==> src/rtl/cpu_pkg.sv <==
// Shared types for the 2A03 control sequencer and datapath.
// States, select encodings, opcodes and the decoded-opcode bundle.
package cpu_pkg;

  typedef enum logic [2:0] {
    VEC_LO,
    VEC_HI,
    FETCH,
    DECODE,
    OPER_HI,
    MEM_RD,
    MEM_WR,
    HALT
  } state_e;

  typedef enum logic [1:0] {
    ADDR_PC  = 2'd0,
    ADDR_ZP  = 2'd1,
    ADDR_ABS = 2'd2,
    ADDR_VEC = 2'd3
  } addr_sel_e;

  typedef enum logic [1:0] {
    PC_INC  = 2'd0,
    PC_JMP  = 2'd1,
    PC_HOLD = 2'd2
  } pc_sel_e;

  typedef enum logic [1:0] {
    SRC_DIN  = 2'd0,
    SRC_XINC = 2'd1,
    SRC_A    = 2'd2
  } reg_src_e;

  typedef enum logic [1:0] {
    MODE_IMM,
    MODE_ZP,
    MODE_ABS,
    MODE_IMPL
  } mode_e;

  typedef enum logic [1:0] {
    TGT_NONE,
    TGT_A,
    TGT_X,
    TGT_Y
  } tgt_e;

  typedef struct packed {
    mode_e    mode;
    tgt_e     tgt;
    reg_src_e src;
    logic     is_store;
    logic     is_jump;
    logic     legal;
  } dec_t;

  localparam logic [7:0] OP_LDA_IMM = 8'hA9;
  localparam logic [7:0] OP_LDX_IMM = 8'hA2;
  localparam logic [7:0] OP_LDY_IMM = 8'hA0;
  localparam logic [7:0] OP_LDA_ZP  = 8'hA5;
  localparam logic [7:0] OP_STA_ZP  = 8'h85;
  localparam logic [7:0] OP_LDA_ABS = 8'hAD;
  localparam logic [7:0] OP_STA_ABS = 8'h8D;
  localparam logic [7:0] OP_JMP_ABS = 8'h4C;
  localparam logic [7:0] OP_INX     = 8'hE8;
  localparam logic [7:0] OP_TAX     = 8'hAA;
  localparam logic [7:0] OP_NOP     = 8'hEA;

endpackage

==> src/rtl/cpu_opcode_decode.sv <==
// Opcode classifier: IR contents to addressing mode, target and flags.
// Anything outside the supported subset comes out with legal=0.
module cpu_opcode_decode
  import cpu_pkg::*;
(
  input  logic [7:0] IR_q,
  output dec_t       dec
);

  always_comb begin
    dec          = '0;
    dec.mode     = MODE_IMPL;
    dec.tgt      = TGT_NONE;
    dec.src      = SRC_DIN;
    dec.legal    = 1'b1;
    unique case (1'b1)
      (IR_q == OP_LDA_IMM): begin
        dec.mode = MODE_IMM;
        dec.tgt  = TGT_A;
      end
      (IR_q == OP_LDX_IMM): begin
        dec.mode = MODE_IMM;
        dec.tgt  = TGT_X;
      end
      (IR_q == OP_LDY_IMM): begin
        dec.mode = MODE_IMM;
        dec.tgt  = TGT_Y;
      end
      (IR_q == OP_LDA_ZP): begin
        dec.mode = MODE_ZP;
        dec.tgt  = TGT_A;
      end
      (IR_q == OP_STA_ZP): begin
        dec.mode     = MODE_ZP;
        dec.src      = SRC_A;
        dec.is_store = 1'b1;
      end
      (IR_q == OP_LDA_ABS): begin
        dec.mode = MODE_ABS;
        dec.tgt  = TGT_A;
      end
      (IR_q == OP_STA_ABS): begin
        dec.mode     = MODE_ABS;
        dec.src      = SRC_A;
        dec.is_store = 1'b1;
      end
      (IR_q == OP_JMP_ABS): begin
        dec.mode    = MODE_ABS;
        dec.is_jump = 1'b1;
      end
      (IR_q == OP_INX): begin
        dec.tgt = TGT_X;
        dec.src = SRC_XINC;
      end
      (IR_q == OP_TAX): begin
        dec.tgt = TGT_X;
        dec.src = SRC_A;
      end
      (IR_q == OP_NOP): ;
      default: dec.legal = 1'b0;
    endcase
  end

endmodule

==> src/rtl/cpu_control.sv <==
// Multi-cycle control sequencer for the 2A03 datapath.
// Outputs are decoded from state, IR and mem_ready; state is registered.
module cpu_control
  import cpu_pkg::*;
#(
  parameter logic [15:0] RESET_VEC = 16'hFFFC
) (
  input  logic       Clk,
  input  logic       reset,
  input  logic [7:0] IR_q,
  input  logic       mem_ready,
  output logic       LD_A,
  output logic       LD_X,
  output logic       LD_Y,
  output logic       LD_P,
  output logic       LD_PC,
  output logic       LD_IR,
  output logic       LD_ADL,
  output logic       LD_ADH,
  output logic [1:0] addr_sel,
  output logic       vec_hi,
  output logic [1:0] pc_sel,
  output logic [1:0] reg_src,
  output logic       write,
  output logic       instr_done,
  output logic       halted
);

  state_e    state_q;
  state_e    state_d;
  state_e    mem_st;
  addr_sel_e data_sel;
  dec_t      dec;
  logic      rdy;

  cpu_opcode_decode u_dec (
    .IR_q (IR_q),
    .dec  (dec)
  );

  assign rdy      = mem_ready;
  assign mem_st   = dec.is_store ? MEM_WR : MEM_RD;
  assign data_sel = (dec.mode == MODE_ZP) ? ADDR_ZP : ADDR_ABS;

  always_ff @(posedge Clk) begin
    if (!reset) state_q <= VEC_LO;
    else        state_q <= state_d;
  end

  always_comb begin
    state_d = state_q;
    unique case (state_q)
      VEC_LO:  if (rdy) state_d = VEC_HI;
      VEC_HI:  if (rdy) state_d = FETCH;
      FETCH:   if (rdy) state_d = DECODE;
      DECODE: begin
        if (!dec.legal)                state_d = HALT;
        else if (dec.mode == MODE_IMPL) state_d = FETCH;
        else if (rdy) begin
          unique case (dec.mode)
            MODE_IMM: state_d = FETCH;
            MODE_ABS: state_d = OPER_HI;
            default:  state_d = mem_st;
          endcase
        end
      end
      OPER_HI: if (rdy) state_d = dec.is_jump ? FETCH : mem_st;
      MEM_RD:  if (rdy) state_d = FETCH;
      MEM_WR:  if (rdy) state_d = FETCH;
      HALT:    state_d = HALT;
    endcase
  end

  always_comb begin
    LD_A       = 1'b0;
    LD_X       = 1'b0;
    LD_Y       = 1'b0;
    LD_P       = 1'b0;
    LD_PC      = 1'b0;
    LD_IR      = 1'b0;
    LD_ADL     = 1'b0;
    LD_ADH     = 1'b0;
    addr_sel   = ADDR_PC;
    vec_hi     = 1'b0;
    pc_sel     = PC_HOLD;
    reg_src    = SRC_DIN;
    write      = 1'b0;
    instr_done = 1'b0;
    halted     = 1'b0;
    // In reset everything is quiet and every select reads as zero
    if (!reset) begin
      pc_sel = PC_INC;
    end else begin
      unique case (state_q)
        VEC_LO: begin
          addr_sel = ADDR_VEC;
          LD_ADL   = rdy;
        end
        VEC_HI: begin
          addr_sel = ADDR_VEC;
          vec_hi   = 1'b1;
          pc_sel   = PC_JMP;
          LD_PC    = rdy;
        end
        FETCH: begin
          pc_sel = PC_INC;
          LD_IR  = rdy;
          LD_PC  = rdy;
        end
        DECODE: begin
          if (dec.legal) begin
            unique case (dec.mode)
              MODE_IMPL: begin
                reg_src    = dec.src;
                LD_X       = (dec.tgt == TGT_X);
                LD_P       = (dec.tgt != TGT_NONE);
                instr_done = 1'b1;
              end
              MODE_IMM: begin
                pc_sel     = PC_INC;
                LD_A       = rdy && (dec.tgt == TGT_A);
                LD_X       = rdy && (dec.tgt == TGT_X);
                LD_Y       = rdy && (dec.tgt == TGT_Y);
                LD_P       = rdy;
                LD_PC      = rdy;
                instr_done = rdy;
              end
              default: begin
                pc_sel = PC_INC;
                LD_ADL = rdy;
                LD_PC  = rdy;
              end
            endcase
          end
        end
        OPER_HI: begin
          if (dec.is_jump) begin
            pc_sel     = PC_JMP;
            LD_PC      = rdy;
            instr_done = rdy;
          end else begin
            pc_sel = PC_INC;
            LD_ADH = rdy;
            LD_PC  = rdy;
          end
        end
        MEM_RD: begin
          addr_sel   = data_sel;
          LD_A       = rdy;
          LD_P       = rdy;
          instr_done = rdy;
        end
        MEM_WR: begin
          addr_sel   = data_sel;
          reg_src    = SRC_A;
          write      = 1'b1;
          instr_done = rdy;
        end
        HALT: halted = 1'b1;
      endcase
    end
  end

endmodule

==> config.mk <==
export PLATFORM = sky130hd
export DESIGN_NAME = cpu_control
export DESIGN_NICKNAME = d
export VERILOG_FILES = /design/src/rtl/cpu_pkg.sv /design/src/rtl/cpu_opcode_decode.sv /design/src/rtl/cpu_control.sv
export SDC_FILE = /design/constraint.sdc
export NUM_CORES = 1
export LEC_CHECK = 0
export ABC_AREA = 1
export BUFFER_PORTS_ARGS = -buffer_cell sky130_fd_sc_hd__buf_2
export CAP_MARGIN = 0
export CORE_MARGIN = 10
export CORE_UTILIZATION = 35
export CTS_CLUSTER_SIZE = 16
export DETAILED_ROUTE_END_ITERATION = 16
export HOLD_SLACK_MARGIN = 0.02
export PLACE_DENSITY_LB_ADDON = 0.3
export SLEW_MARGIN = 10
export SYNTH_ARGS = -nofsm -noshare
export SYNTH_HDL_FRONTEND = slang
export SYNTH_HIERARCHICAL = 1
export SYNTH_SLANG_ARGS = --single-unit
export TNS_END_PERCENT = 30
==> constraint.sdc <==
create_clock -name Clk -period 5.1 [get_ports Clk]
set_input_delay 1.275 -clock Clk [delete_from_list [all_inputs] [get_ports Clk]]
set_output_delay 1.275 -clock Clk [all_outputs]
set_load 0.02 [all_outputs]
After elaboration in Yosys (flattened, before gate mapping)
Cells that the tools add are included.
W data, S select, Z words.

operators by class
  reduce and logical (&&, ||, !) cells = 20
  eq/ne operators = 29
  multiplexer cells = 69

operators with widths
  cell                  number
  $eq A8 B8 Y1 const B  10
  $mux W1               36
  $mux W3               8
  $reduce_or A3 Y1      7
  $mux W2               9
  $pmux W3 S6           1
  $pmux W1 S2           7
  $eq A3 B3 Y1 const B  4
  $pmux W2 S2           3
  $pmux W2 S3           2
  $reduce_or A11 Y1     1
  $reduce_or A2 Y1      5
  $eq A2 B2 Y1 const B  4
  $eq A8 B7 Y1 const B  1
  $pmux W2 S4           1
  $eq A3 B2 Y1 const B  2
  $ne A2 B2 Y1 const B  3
  $pmux W3 S2           1
  $reduce_and A5 Y1     1
  $eq A2 B1 Y1 const B  2
  $ne A4 B4 Y1 const B  1
  $eq A3 B1 Y1 const B  1
  $logic_and A1 B1 Y1   3
  $logic_not A3 Y1      1
  other kinds (4)       4

storage, ports and cells
  input bits = 11
  logic and storage cells = 119
  output and inout bits = 18
  bits in registers = 3

Longest topological paths before layout
  depth after elaboration = 9
  depth in mapped cells = 14
  depth with buffers taken out = 14

By module
The synthesis kept the hierarchy.

by module, submodules not included
  module             cells an instance  instances  area each (µm²)  seq. area each (µm²)
  cpu_control        112                1          624.3            60.1
  cpu_opcode_decode  65                 1          311.5            0.0

Worst setup path after synthesis
Ideal clock, no wire load.

  path type = input port to output port
  from = in IR_q[4]
  to = out LD_X
  buffers on the path = 0
  path slack = 0.881 ns
  stages = 11
  data arrival time = 2.944 ns
  data required time = 3.825 ns
  cell sequence = inv_2 nand2_2 nor2_8 nand2_1 nand3_1 o21ai_1 inv_1 ha_1 nor2_1 nand3_2 nor4_2

RTL lines
  element      RTL line           source
  from (decl)  cpu_control.sv:10  input logic [7:0] IR_q,
  to (decl)    cpu_control.sv:13  output logic LD_X,

==> impl_metrics.json <==
{
  "status": "finished clean",
  "n_fill_cell": 290,
  "clk_pin_slew_worst_paths_ps": 30,
  "setup.worst_path.end_class": "output pin",
  "sum_of_net_half_perimeters_after_detailed_placement_microns": 2250,
  "detail_route.vias_per_cell": 4.89,
  "clk_latency_ps": 230,
  "net_count_reported_at_finish": 223,
  "synth_adder_area_share_pct": 5.35,
  "timing.critical_path.from_type": "primary input",
  "min_delay_path_depth": 2,
  "multiplexer_share_of_the_synthesized_area_pct": 0,
  "chipHeight_microns": 71.7,
  "top_level_ports": 29,
  "ys_top_cells_by_area": "nand2_1 18%, nor2_1 10%, nand3_1 8.6%, inv_1 8.0%, dfxtp_1 6.4%",
  "postSynthCellCount": 177,
  "post-synth-top-count-cell": "nand2_1",
  "drt_pre_antenna_iters": 4,
  "ys_seq_elements": 3,
  "fin_util_pct": 44.5,
  "ir_worst_vdd_mv": 0.174,
  "number_of_gates_resized_after_cts": 0,
  "num_rows": 18,
  "min-delay-path-class": "reg -> reg",
  "wirelength_microns": 2570,
  "synth.yosys.warnings": 6,
  "floorplan.initialDensity_pct": 37.1,
  "cts_setup_buffers": 0,
  "tritoncts.num_buffers": 3,
  "grt_start_max_net_pins": 16,
  "floorplan.die.width_microns": 71.7,
  "avg_inst_size_synth_sq_um": 5.29,
  "cts_tree": "built",
  "place.gp.congestion": 0.868,
  "power.leakage_nw": 0.659,
  "synth.yosys.seq_area_share_pct": 6.42,
  "synth-simple-area-share_pct": 61.9,
  "min_period_ps": 4450,
  "required_ps": 3830,
  "clock_tree.buffer_depth": 2,
  "first_iter_violations": 58,
  "post_synth_num_cell_types": 26,
  "antenna_found_initial": 0,
  "ys_top_cells_by_count": "44 x nand2_1, 26 x nor2_1, 20 x inv_1, 16 x nand3_1, 10 x a21oi_1",
  "fp.coreArea_sq_mm": 0.00252,
  "first_global_vias": 1065,
  "clockRootBuffer": "clkbuf_4",
  "worstMarginPinSlew_ps": 822,
  "synth_top_family_by_area": "simple AND/OR/NAND/NOR gates",
  "postCtsHoldBufs": 0,
  "yosys.area.top_type": "nand2_1",
  "post-layout-total-power_mw": 0.127,
  "global_route.overflow_total": 0,
  "max-slew-margin-rel_pct": 44.7,
  "fp.dieArea_sq_mm": 0.00514,
  "timing.reg2reg.worst_path_depth": 7,
  "drc": 0,
  "flip_flop_count_of_the_largest_register_all_copies_and_words_added": 3,
  "largest_registers_in_the_final_layout": "state_q: 3 flops",
  "timing_hold_violations_final": 0,
  "synth_enable_flop_cells": 0,
  "timing.setup.tns_ps": 0,
  "largest-register": "state_q",
  "postRouteAntennaNets": 0,
  "worstPathArrival_ps": 3180,
  "post_synthesis_net_count": 192,
  "setup_violations": 0,
  "syn_area_sq_um": 936,
  "post_synth_xor_area_fraction_pct": 0,
  "clock_sinks": 3,
  "area_growth_syn_to_layout_pct": 19.9,
  "synth_compound_area_share_pct": 11.8,
  "detail_route.wl_per_cell_microns": 10.8,
  "num_vias": 1159,
  "clock_skew_ps": 1.87,
  "setup.worst_path.class": "in -> out",
  "post_synth_top_area_share_pct": 17.6,
  "first_pass_grt_wire_length_microns": 4530,
  "worstPathMaxFanout": 4,
  "synthFlopType": "dfxtp_1",
  "grt_setup_unrepaired": "no",
  "max_cap_violations": 0,
  "max_freq_mhz": 225,
  "async_reset_ff_share_pct": 0,
  "antennaDiodeCount": 0,
  "port_buf_inserts": 28,
  "power_density_mw_per_mm2": 113,
  "layout_cell_share_with_drive_strength_beyond_1_pct": 30.9,
  "track_usage_pct": 9.87,
  "period_share_pct": 87.3,
  "drv_slew": 0,
  "cts_max_level": 1
}
## per-layer routing
metal	part of all wire, %	track usage (%)	vias to the layer above
li1	-	-	628
met1	47	12.4	486
met2	44	16.0	41
met3	8.7	3.72	4
met4	1.0	1.29	0
met5	0	0	-
## cell usage in the layout (no fill, tap or decap), drive strengths merged
| cell | Yosys | layout |
|---|---|---|
| nand2 | 54 | 54 |
| nor2 | 30 | 30 |
| and2 | 1 | 1 |
| dfxtp | 3 | 3 |
| nor3 | 5 | 5 |
| a21oi | 13 | 13 |
| nand3b | 1 | 1 |
| clkinv | 2 | 2 |
| inv | 29 | 29 |
| o21ai | 6 | 6 |
| buf | 0 | 28 |
| nand3 | 19 | 19 |
| nand4 | 5 | 5 |
| nor4 | 3 | 3 |
| clkbuf | 2 | 4 |
| ha | 4 | 4 |
## report_power, final
part | leakage [nW] | internal (mW) | switching, mW
Sequential | 0.0246 | 0.0252 | 0.00409
Clock | 0.0150 | 0.0293 | 0.0116
Combinational | 0.619 | 0.0188 | 0.0381
## cell families after synthesis
family / Yosys count
AO/OA/AOI/OAI: 19
adder cells (fa/ha/maj): 4
buffers and inverters: 33
flip-flops: 3
AND/OR/NAND/NOR: 118
## metrics by stage
stage	std cells	worst slack (ps)	hold WS, ps	instance area (sq um)
after floorplan	177	881	582	936
after global placement	233	699	647	1100
after detailed placement	233	678	639	1100
after CTS	237	654	644	1120
after global routing	237	390	691	1120
final	237	650	655	1120
## area by class of cell
| class | instances | area, sq um | area share (%) |
|---|---|---|---|
| Multi-Input combinational cell | 141 | 739 | 65.9 |
| Timing Repair Buffer | 28 | 140 | 12.5 |
| Inverter | 31 | 119 | 10.6 |
| Sequential cell | 3 | 60.1 | 5.35 |
| Tap cell | 30 | 37.5 | 3.34 |
| Clock buffer | 4 | 26.3 | 2.34 |
## critical path: stages
cell     delay [ps]
buf_2            90
inv_1            30
nand2_1         140
nor2_1           60
nand2_1          90
nand3_1          80
o21ai_1         280
inv_1           130
ha_1            350
nor2_1          190
nand3_2         110
nand3_1         100
nand2_1          50
inv_1            40
buf_2           150
## path summary, 6_finish.rpt
check / start / end / slack [ps]
worst max register to register: state_q[2]$_SDFFE_PN0P_ / state_q[1]$_SDFFE_PN0P_ / 3790
worst min-delay path: state_q[1]$_SDFFE_PN0P_ / state_q[1]$_SDFFE_PN0P_ / 660
worst max-delay path: IR_q[5] / instr_done / 650
worst min register to register: state_q[1]$_SDFFE_PN0P_ / state_q[1]$_SDFFE_PN0P_ / 660
(Power assumes the default switching activity.)
